--- config.mk ---
export PLATFORM = sky130hd
export DESIGN_NAME = arb_req_ctrl
export DESIGN_NICKNAME = d
export VERILOG_FILES = /design/src/rtl/arb_req_pkg.sv /design/src/rtl/arb_req_client.sv /design/src/rtl/arb_req_ctrl.sv
export SDC_FILE = /design/constraint.sdc
export NUM_CORES = 1
export LEC_CHECK = 0
export ABC_AREA = 1
export CAP_MARGIN = 20
export CELL_PAD_IN_SITES_DETAIL_PLACEMENT = 0
export CELL_PAD_IN_SITES_GLOBAL_PLACEMENT = 1
export CORE_MARGIN = 3
export CORE_UTILIZATION = 45
export DETAILED_ROUTE_END_ITERATION = 16
export PLACE_DENSITY_LB_ADDON = 0.2
export SETUP_SLACK_MARGIN = 0.05
export SYNTH_ARGS = -nofsm -noshare
export SYNTH_HDL_FRONTEND = slang
export SYNTH_HIERARCHICAL = 1
export SYNTH_SLANG_ARGS = --single-unit
--- constraint.sdc ---
create_clock -name clk -period 2.7 [get_ports clk]
set_input_delay 0.405 -clock clk [delete_from_list [all_inputs] [get_ports clk]]
set_output_delay 0.405 -clock clk [all_outputs]
set_load 0.02 [all_outputs]
--- src/rtl/arb_req_pkg.sv ---
// Shared types and default sizing for the arbiter request-side controller.
// Optional wait-timeout logic is compiled in with the macro ARB_REQ_TIMEOUT_EN.
package arb_req_pkg;

  localparam int NUM_CLIENTS  = 4;
  localparam int CNT_W_DEF    = 4;
  localparam int XFER_LEN_DEF = 4;
  localparam int TIMEOUT_DEF  = 64;

  // Beat counter is wide enough for the longest legal transfer (255 cycles).
  localparam int BEAT_W = 8;

  typedef enum logic [1:0] {
    IDLE = 2'd0,
    REQ  = 2'd1,
    XFER = 2'd2,
    REL  = 2'd3
  } client_state_t;

  // A request is presented to the arbiter while waiting and while transferring.
  function automatic logic state_requests(input client_state_t s);
    return (s == REQ) || (s == XFER);
  endfunction

endpackage

--- src/rtl/arb_req_client.sv ---
// One client's request FSM, pending-transaction counter, beat timer and sticky flags.
// With ARB_REQ_TIMEOUT_EN defined a per-client wait counter drives tmo; otherwise tmo is 0.
module arb_req_client
  import arb_req_pkg::*;
#(
  parameter int CNT_W    = CNT_W_DEF,
  parameter int XFER_LEN = XFER_LEN_DEF,
  parameter int TIMEOUT  = TIMEOUT_DEF
) (
  input  logic          clk,
  input  logic          reset,
  input  logic          push,
  input  logic          grant,
  output logic          req,
  output logic          done,
  output logic          ovf,
  output logic          tmo,
  output client_state_t state
);

  localparam logic [CNT_W-1:0]  PEND_MAX  = {CNT_W{1'b1}};
  localparam logic [BEAT_W-1:0] BEAT_LAST = BEAT_W'(XFER_LEN - 1);

  if (XFER_LEN < 1 || XFER_LEN > 255 || TIMEOUT < 1 || CNT_W < 1) begin : g_bad_param
    $error("arb_req_client: illegal parameter set");
  end

  logic [CNT_W-1:0]  pending;
  logic [CNT_W-1:0]  pending_nxt;
  logic [BEAT_W-1:0] beat;
  client_state_t     state_nxt;
  logic              dec;
  logic              ovf_set;

  // The last beat of a transfer retires one pending transaction; a push
  // landing in that same cycle cancels it out, so it is never dropped.
  always_comb begin
    dec         = (state == XFER) && (beat == BEAT_LAST);
    ovf_set     = 1'b0;
    pending_nxt = pending;
    case ({push, dec})
      2'b10: begin
        if (pending == PEND_MAX) begin
          ovf_set = 1'b1;
        end else begin
          pending_nxt = pending + CNT_W'(1);
        end
      end
      2'b01:   pending_nxt = pending - CNT_W'(1);
      default: pending_nxt = pending;
    endcase
  end

  always_comb begin
    state_nxt = state;
    case (state)
      IDLE:    if (push) state_nxt = REQ;
      REQ:     if (grant) state_nxt = XFER;
      XFER:    if (dec) state_nxt = REL;
      REL:     state_nxt = (pending_nxt != '0) ? REQ : IDLE;
      default: state_nxt = IDLE;
    endcase
  end

  // req and done are registered copies of what the next state implies.
  always_ff @(posedge clk or posedge reset) begin
    if (reset) begin
      state   <= IDLE;
      pending <= '0;
      beat    <= '0;
      req     <= 1'b0;
      done    <= 1'b0;
      ovf     <= 1'b0;
    end else begin
      state   <= state_nxt;
      pending <= pending_nxt;
      if (state == REQ && grant) begin
        beat <= '0;
      end else if (state == XFER) begin
        beat <= beat + BEAT_W'(1);
      end
      req <= state_requests(state_nxt);
      done <= (state_nxt == REL);
      if (ovf_set) begin
        ovf <= 1'b1;
      end
    end
  end

`ifdef ARB_REQ_TIMEOUT_EN
  localparam int WAIT_W = $clog2(TIMEOUT + 1);
  localparam logic [WAIT_W-1:0] WAIT_MAX  = WAIT_W'(TIMEOUT);
  localparam logic [WAIT_W-1:0] WAIT_LAST = WAIT_W'(TIMEOUT - 1);

  logic [WAIT_W-1:0] wait_cnt;

  // Counts cycles spent in REQ; saturates so it never wraps back below the limit.
  always_ff @(posedge clk or posedge reset) begin
    if (reset) begin
      wait_cnt <= '0;
      tmo      <= 1'b0;
    end else begin
      if (state != REQ && state_nxt == REQ) begin
        wait_cnt <= '0;
      end else if (state == REQ && wait_cnt != WAIT_MAX) begin
        wait_cnt <= wait_cnt + WAIT_W'(1);
      end
      if (state == REQ && wait_cnt == WAIT_LAST) begin
        tmo <= 1'b1;
      end
    end
  end
`else
  assign tmo = 1'b0;
`endif

endmodule

--- src/rtl/arb_req_ctrl.sv ---
// Request-side controller for a 4-client arbiter: four client FSMs plus grant-protocol checking.
// Wait-timeout flags on tmo are built only when ARB_REQ_TIMEOUT_EN is defined.
module arb_req_ctrl
  import arb_req_pkg::*;
#(
  parameter int CNT_W    = CNT_W_DEF,
  parameter int XFER_LEN = XFER_LEN_DEF,
  parameter int TIMEOUT  = TIMEOUT_DEF
) (
  input  logic       clk,
  input  logic       reset,
  input  logic       push_a,
  input  logic       push_b,
  input  logic       push_c,
  input  logic       push_d,
  input  logic       ga,
  input  logic       gb,
  input  logic       gc,
  input  logic       gd,
  output logic       ra,
  output logic       rb,
  output logic       rc,
  output logic       rd,
  output logic       done_a,
  output logic       done_b,
  output logic       done_c,
  output logic       done_d,
  output logic [3:0] ovf,
  output logic       proto_err,
  output logic [3:0] tmo
);

  logic [NUM_CLIENTS-1:0] push_v;
  logic [NUM_CLIENTS-1:0] grant_v;
  logic [NUM_CLIENTS-1:0] req_v;
  logic [NUM_CLIENTS-1:0] done_v;
  logic [NUM_CLIENTS-1:0] viol;
  logic                   multi_grant;
  client_state_t          client_state [NUM_CLIENTS];

  assign push_v  = {push_d, push_c, push_b, push_a};
  assign grant_v = {gd, gc, gb, ga};

  assign {rd, rc, rb, ra}             = req_v;
  assign {done_d, done_c, done_b, done_a} = done_v;

  for (genvar i = 0; i < NUM_CLIENTS; i++) begin : g_client
    arb_req_client #(
      .CNT_W    (CNT_W),
      .XFER_LEN (XFER_LEN),
      .TIMEOUT  (TIMEOUT)
    ) u_client (
      .clk   (clk),
      .reset (reset),
      .push  (push_v[i]),
      .grant (grant_v[i]),
      .req   (req_v[i]),
      .done  (done_v[i]),
      .ovf   (ovf[i]),
      .tmo   (tmo[i]),
      .state (client_state[i])
    );
  end

  // A grant is illegal toward a client that is not asking, and must not
  // disappear while that client is mid-transfer.
  always_comb begin
    viol = '0;
    for (int i = 0; i < NUM_CLIENTS; i++) begin
      case (client_state[i])
        IDLE, REL: viol[i] = grant_v[i];
        XFER:      viol[i] = !grant_v[i];
        default:   viol[i] = 1'b0;
      endcase
    end
  end

  assign multi_grant = (grant_v & (grant_v - 4'd1)) != 4'd0;

  always_ff @(posedge clk or posedge reset) begin
    if (reset) begin
      proto_err <= 1'b0;
    end else if (multi_grant || (viol != '0)) begin
      proto_err <= 1'b1;
    end
  end

endmodule
==> report_table.html <==
<table>
<tr><th>Metric</th><th>Value</th></tr>
<tr><th colspan="2">Detailed routing</th></tr>
<tr><td>Post-detailed-route wirelength per cell</td><td>11.45 um</td></tr>
<tr><td>Remaining antenna violation count</td><td>0</td></tr>
<tr><td>1st-iter DRT viols</td><td>113</td></tr>
<tr><td>Number of optimization iterations in the first detailed-route pass</td><td>4</td></tr>
<tr><td>Via density per instance</td><td>4.866</td></tr>
<tr><td>Total number of vias</td><td>3,460</td></tr>
<tr><td>DRC violation count after routing</td><td>0</td></tr>
<tr><td>WL final</td><td>8144 um</td></tr>
<tr><th colspan="2">Synthesis</th></tr>
<tr><td>Synthesized net count</td><td>593</td></tr>
<tr><td>Avg Inst Size Synth</td><td>7.710 um^2</td></tr>
<tr><td>Most repeated cell in the gate-level netlist after synthesis</td><td>nand2_1</td></tr>
<tr><td>Total of warnings raised by yosys</td><td>6</td></tr>
<tr><td>Post-synth cell types</td><td>25</td></tr>
<tr><td>Sequential area share after synthesis</td><td>40.35%</td></tr>
<tr><td>Largest area contributor in the synthesized netlist</td><td>dfrtp_1</td></tr>
<tr><td>Top cells by instance count after synthesis</td><td>nand2_1 (126), inv_1 (84), dfrtp_1 (69), nand3_1 (57), nor2_1 (39)</td></tr>
<tr><td>Count of flip-flops with a built-in enable after synthesis</td><td>0</td></tr>
<tr><td>Number of synthesized register bits</td><td>just under 70</td></tr>
<tr><td>Top post-synthesis cells by area</td><td>dfrtp_1 (40%), nand2_1 (11%), ha_1 (8.2%)</td></tr>
<tr><td>Number of instances in the synthesized netlist</td><td>555</td></tr>
<tr><td>Most instantiated flip-flop cell in the synthesis netlist</td><td>dfrtp_1</td></tr>
<tr><td>Area share of the largest cell type after synthesis</td><td>40.35%</td></tr>
<tr><td>Combined area of all synthesized cells</td><td>4279 um^2</td></tr>
<tr><td>Async set or reset register ratio after synthesis</td><td>100.0%</td></tr>
<tr><th colspan="2">Critical path</th></tr>
<tr><td>Required time of the critical path</td><td>roughly 2900 ps</td></tr>
<tr><td>End of the critical path</td><td>g_client[3].u_client/req</td></tr>
<tr><td>CP Launch Type</td><td>flip-flop</td></tr>
<tr><td>Crit Path Category</td><td>reg -&gt; reg</td></tr>
<tr><td>Critical Path Fanout Max</td><td>8</td></tr>
<tr><td>Launching instance or port of the critical path</td><td>g_client[3].u_client/state[0]</td></tr>
<tr><td>CP Data Arrival Time</td><td>between 2000 and 3000 ps</td></tr>
<tr><td>Setup crit end kind</td><td>flip-flop</td></tr>
<tr><td>Worst R2R Setup Slack</td><td>around 240 ps</td></tr>
<tr><td>Reg-to-reg critical path endpoint</td><td>g_client[3].u_client/req</td></tr>
<tr><td>Depth of the worst register-to-register path</td><td>14</td></tr>
<tr><td>FF-to-FF Start</td><td>g_client[3].u_client/state[0]</td></tr>
<tr><th colspan="2">Clock tree</th></tr>
<tr><td>Htree depth</td><td>3</td></tr>
<tr><td>Clock network latency to the later pin of the worst-skew pair</td><td>350 ps</td></tr>
<tr><td>Clock-pin slew of the registers on the worst-case setup and hold paths</td><td>80 ps</td></tr>
<tr><td>CTS tree</td><td>done</td></tr>
<tr><td>Number of clock sinks seen by CTS</td><td>69</td></tr>
<tr><td>Clock Path Buffers</td><td>2</td></tr>
<tr><td>CTS root buffer</td><td>clkbuf_8</td></tr>
<tr><td>Total CTS buffers</td><td>9</td></tr>
<tr><th colspan="2">Layout</th></tr>
<tr><td>Area grow syn2layout</td><td>13.22%</td></tr>
<tr><td>Layout cells sized above 1</td><td>12.48%</td></tr>
<tr><td>Diodes inserted</td><td>0</td></tr>
<tr><td>Nets@finish</td><td>between 600 and 700</td></tr>
<tr><th colspan="2">Power and ir drop</th></tr>
<tr><td>Post-layout power</td><td>0.004344 W</td></tr>
<tr><td>Power per cell area</td><td>~900 nW/um^2</td></tr>
<tr><td>IR drop worst, VDD</td><td>~420 uV</td></tr>
<tr><td>Lkg Pwr</td><td>2.555 nW</td></tr>
<tr><th colspan="2">Global routing</th></tr>
<tr><td>Most utilized layer in the global route result</td><td>met2</td></tr>
<tr><td>GR met3 Demand/Resource</td><td>between 2 and 3%</td></tr>
<tr><td>Number of global-route vias before repair</td><td>3,281</td></tr>
<tr><td>Largest net degree at the start of global routing</td><td>18</td></tr>
<tr><td>Number of antenna violations at the first check in global routing</td><td>0</td></tr>
<tr><td>M1 GR Usage</td><td>22.49%</td></tr>
<tr><td>GR Util met2</td><td>around 26%</td></tr>
<tr><td>GRT Resource Usage Total</td><td>16.37%</td></tr>
<tr><td>Wire length of the first global-routing pass</td><td>~15,000 um</td></tr>
<tr><td>Remaining Overflow, GRT</td><td>0</td></tr>
<tr><th colspan="2">STA</th></tr>
<tr><td>Smallest setup slack after layout</td><td>240.2 ps</td></tr>
<tr><td>Tmin final</td><td>~2500 ps</td></tr>
<tr><td>Count of endpoints failing hold in the final timing report</td><td>0</td></tr>
<tr><td>Slew at the pin closest to its max-slew limit</td><td>696.2 ps</td></tr>
<tr><td>Worst slew margin relative to its limit</td><td>53.54%</td></tr>
<tr><td>Sum of negative setup slack</td><td>0 ps</td></tr>
<tr><td>Fmax</td><td>406.5 MHz</td></tr>
<tr><td>Fin Clk Skew</td><td>11.18 ps</td></tr>
<tr><td>Slew Viols, Final</td><td>0</td></tr>
<tr><td>Setup violators final</td><td>0</td></tr>
<tr><td>Fraction of the cycle the final worst path needs</td><td>91.10%</td></tr>
<tr><td>Setup repair after global routing missed its margin</td><td>true</td></tr>
<tr><th colspan="2">Die</th></tr>
<tr><td>I/O pins</td><td>27</td></tr>
<tr><td>Effective utilization at floorplan</td><td>about 48%</td></tr>
<tr><td>Floorplan Core Area</td><td>approximately 9000 um^2</td></tr>
<tr><td>Standard-cell row count</td><td>34</td></tr>
<tr><td>Die X-Extent</td><td>103.5 um</td></tr>
<tr><td>Full die area</td><td>10,720 um^2</td></tr>
<tr><td>Height of the die</td><td>103.5 um</td></tr>
<tr><th colspan="2">Worst hold path</th></tr>
<tr><td>Path category of the worst min-delay check</td><td>in -&gt; async</td></tr>
<tr><th colspan="2">Placement</th></tr>
<tr><td>Port Buffers</td><td>22</td></tr>
<tr><td>Post-DP HPWL</td><td>a little over 6000 um</td></tr>
<tr><td>Routability Congestion</td><td>0.8024</td></tr>
<tr><td>Post-Place Setup Slack</td><td>a little over 200 ps</td></tr>
<tr><th colspan="2">Status</th></tr>
<tr><td>Outcome</td><td>finished, final reports clean</td></tr>
<tr><th colspan="2">Job</th></tr>
<tr><td>Maxcap violations</td><td>0</td></tr>
</table>
kinds of logic (layout without fill, tap and decap cells):
| logic type | count (synthesis) | in the layout | synth area share, % |
|---|---|---|---|
| other | 4 | 4 | 0.3508 |
| AND/OR/NAND/NOR | 271 | 271 | 31.70 |
| buffers and inverters | 116 | 146 | 10.88 |
| flip-flops | 69 | 69 | 40.35 |
| adder cells (fa/ha/maj) | 28 | 28 | 8.187 |
| AO/OA/AOI/OAI | 67 | 67 | 8.538 |
routing by layer:
layer	part of all wire, %	wire [um]
met1	51	4120
met2	45	3650
met3	3.1	252
met4	1.5	121
met5	0	0
flip-flops by register name, summed over array words and instances (netlist names):
register / count
g_client.u_client/beat: 32
g_client.u_client/state: 8
proto_err: 1
g_client.u_client/ovf: 4
g_client.u_client/done: 4
g_client.u_client/pending: 16
g_client.u_client/req: 4
how the worst min path moves through the flow:
stage / start / cells after the start / endpoint / slack [ps]
finish: reset / 2 / proto_err / 350
global route: reset / 2 / proto_err / 380
CTS: reset / 2 / proto_err / 340
detailed placement: g_client[3].u_client/ovf / 2 / g_client[3].u_client/ovf / 460
global placement: g_client[3].u_client/ovf / 2 / g_client[3].u_client/ovf / 450
floorplan: reset / 1 / proto_err / 130
layout by cell type, fill, tap and decap left out, types with 3 or more instances in the layout:
| cell | Yosys | layout |
|---|---|---|
| a21oi_1 | 25 | 25 |
| bufinv_16 | 0 | 3 |
| clkbuf_8 | 0 | 9 |
| clkdlybuf4s50_1 | 0 | 22 |
| conb_1 | 4 | 4 |
| dfrtp_1 | 69 | 64 |
| dfrtp_2 | 0 | 5 |
| ha_1 | 28 | 27 |
| inv_1 | 84 | 84 |
| inv_2 | 24 | 24 |
| nand2_1 | 126 | 126 |
| nand2_4 | 4 | 4 |
| nand3_1 | 57 | 57 |
| nand3_2 | 4 | 4 |
| nand4_1 | 12 | 12 |
| nor2_1 | 39 | 39 |
| nor2_2 | 8 | 8 |
| nor2_8 | 4 | 4 |
| nor3_1 | 4 | 4 |
| nor4_1 | 4 | 4 |
| nor4_4 | 4 | 4 |
| o211ai_1 | 4 | 4 |
| o21ai_0 | 10 | 10 |
| o21ai_1 | 20 | 20 |
| o21ai_2 | 4 | 4 |
| o22ai_1 | 4 | 4 |
| or2_1 | 4 | 4 |
final cells by class:
cell class / instances / area, um^2
clock inverters: 6 / 111.4
flip-flops and latches: 69 / 1733
fillers: 864 / 4131
clock buffers: 10 / 127.6
multi-input cells: 370 / 2090
well taps: 126 / 157.7
repair buffers: 22 / 220.2
inverters: 108 / 405.4
stage by stage:
stage | area (um^2) | cells | hold slack (ps) | utilization (%)
2_1_floorplan | 4279 | 555 | 133.7 | -
3_3_place_gp | 4597 | 695 | 454.4 | 51.21
3_5_place_dp | 4597 | 695 | 455.4 | 51.21
4_1_cts | 4836 | 711 | 342.3 | 53.88
5_1_grt | 4845 | 711 | 379.2 | 53.97
6_report | 4845 | 711 | 346.8 | 53.97
timing repair:
| item | 4_1_cts | 5_1_grt |
|---|---|---|
| hold buffers | 0 | 0 |
| setup buffers | 0 | 0 |
| setup endpoints to repair | 0 | 3 |
| endpoints found under the hold margin | 0 | 0 |
| resized for setup | 0 | 6 |
critical path: stages, from the launching register on:
cell     delay [ps]
dfrtp_2         470
nor2_8          210
nand2_4          80
nor4_4          300
inv_1            80
ha_1            230
nand4_1         130
nand2_1          80
nand2_1          60
nand2_1          60
nor2_1          130
nand3_1          90
nand2_1          80
nand2_1          50
ha_1            280
power by group:
part	switching (W)	leakage, nW	internal [W]
Combinational	0.000980	1.57	0.000623
Clock	0.000406	0.116	0.000614
Sequential	0.000385	0.866	0.00133
Total	0.00177	2.56	0.00257
Power figures use the tool's default switching activity.
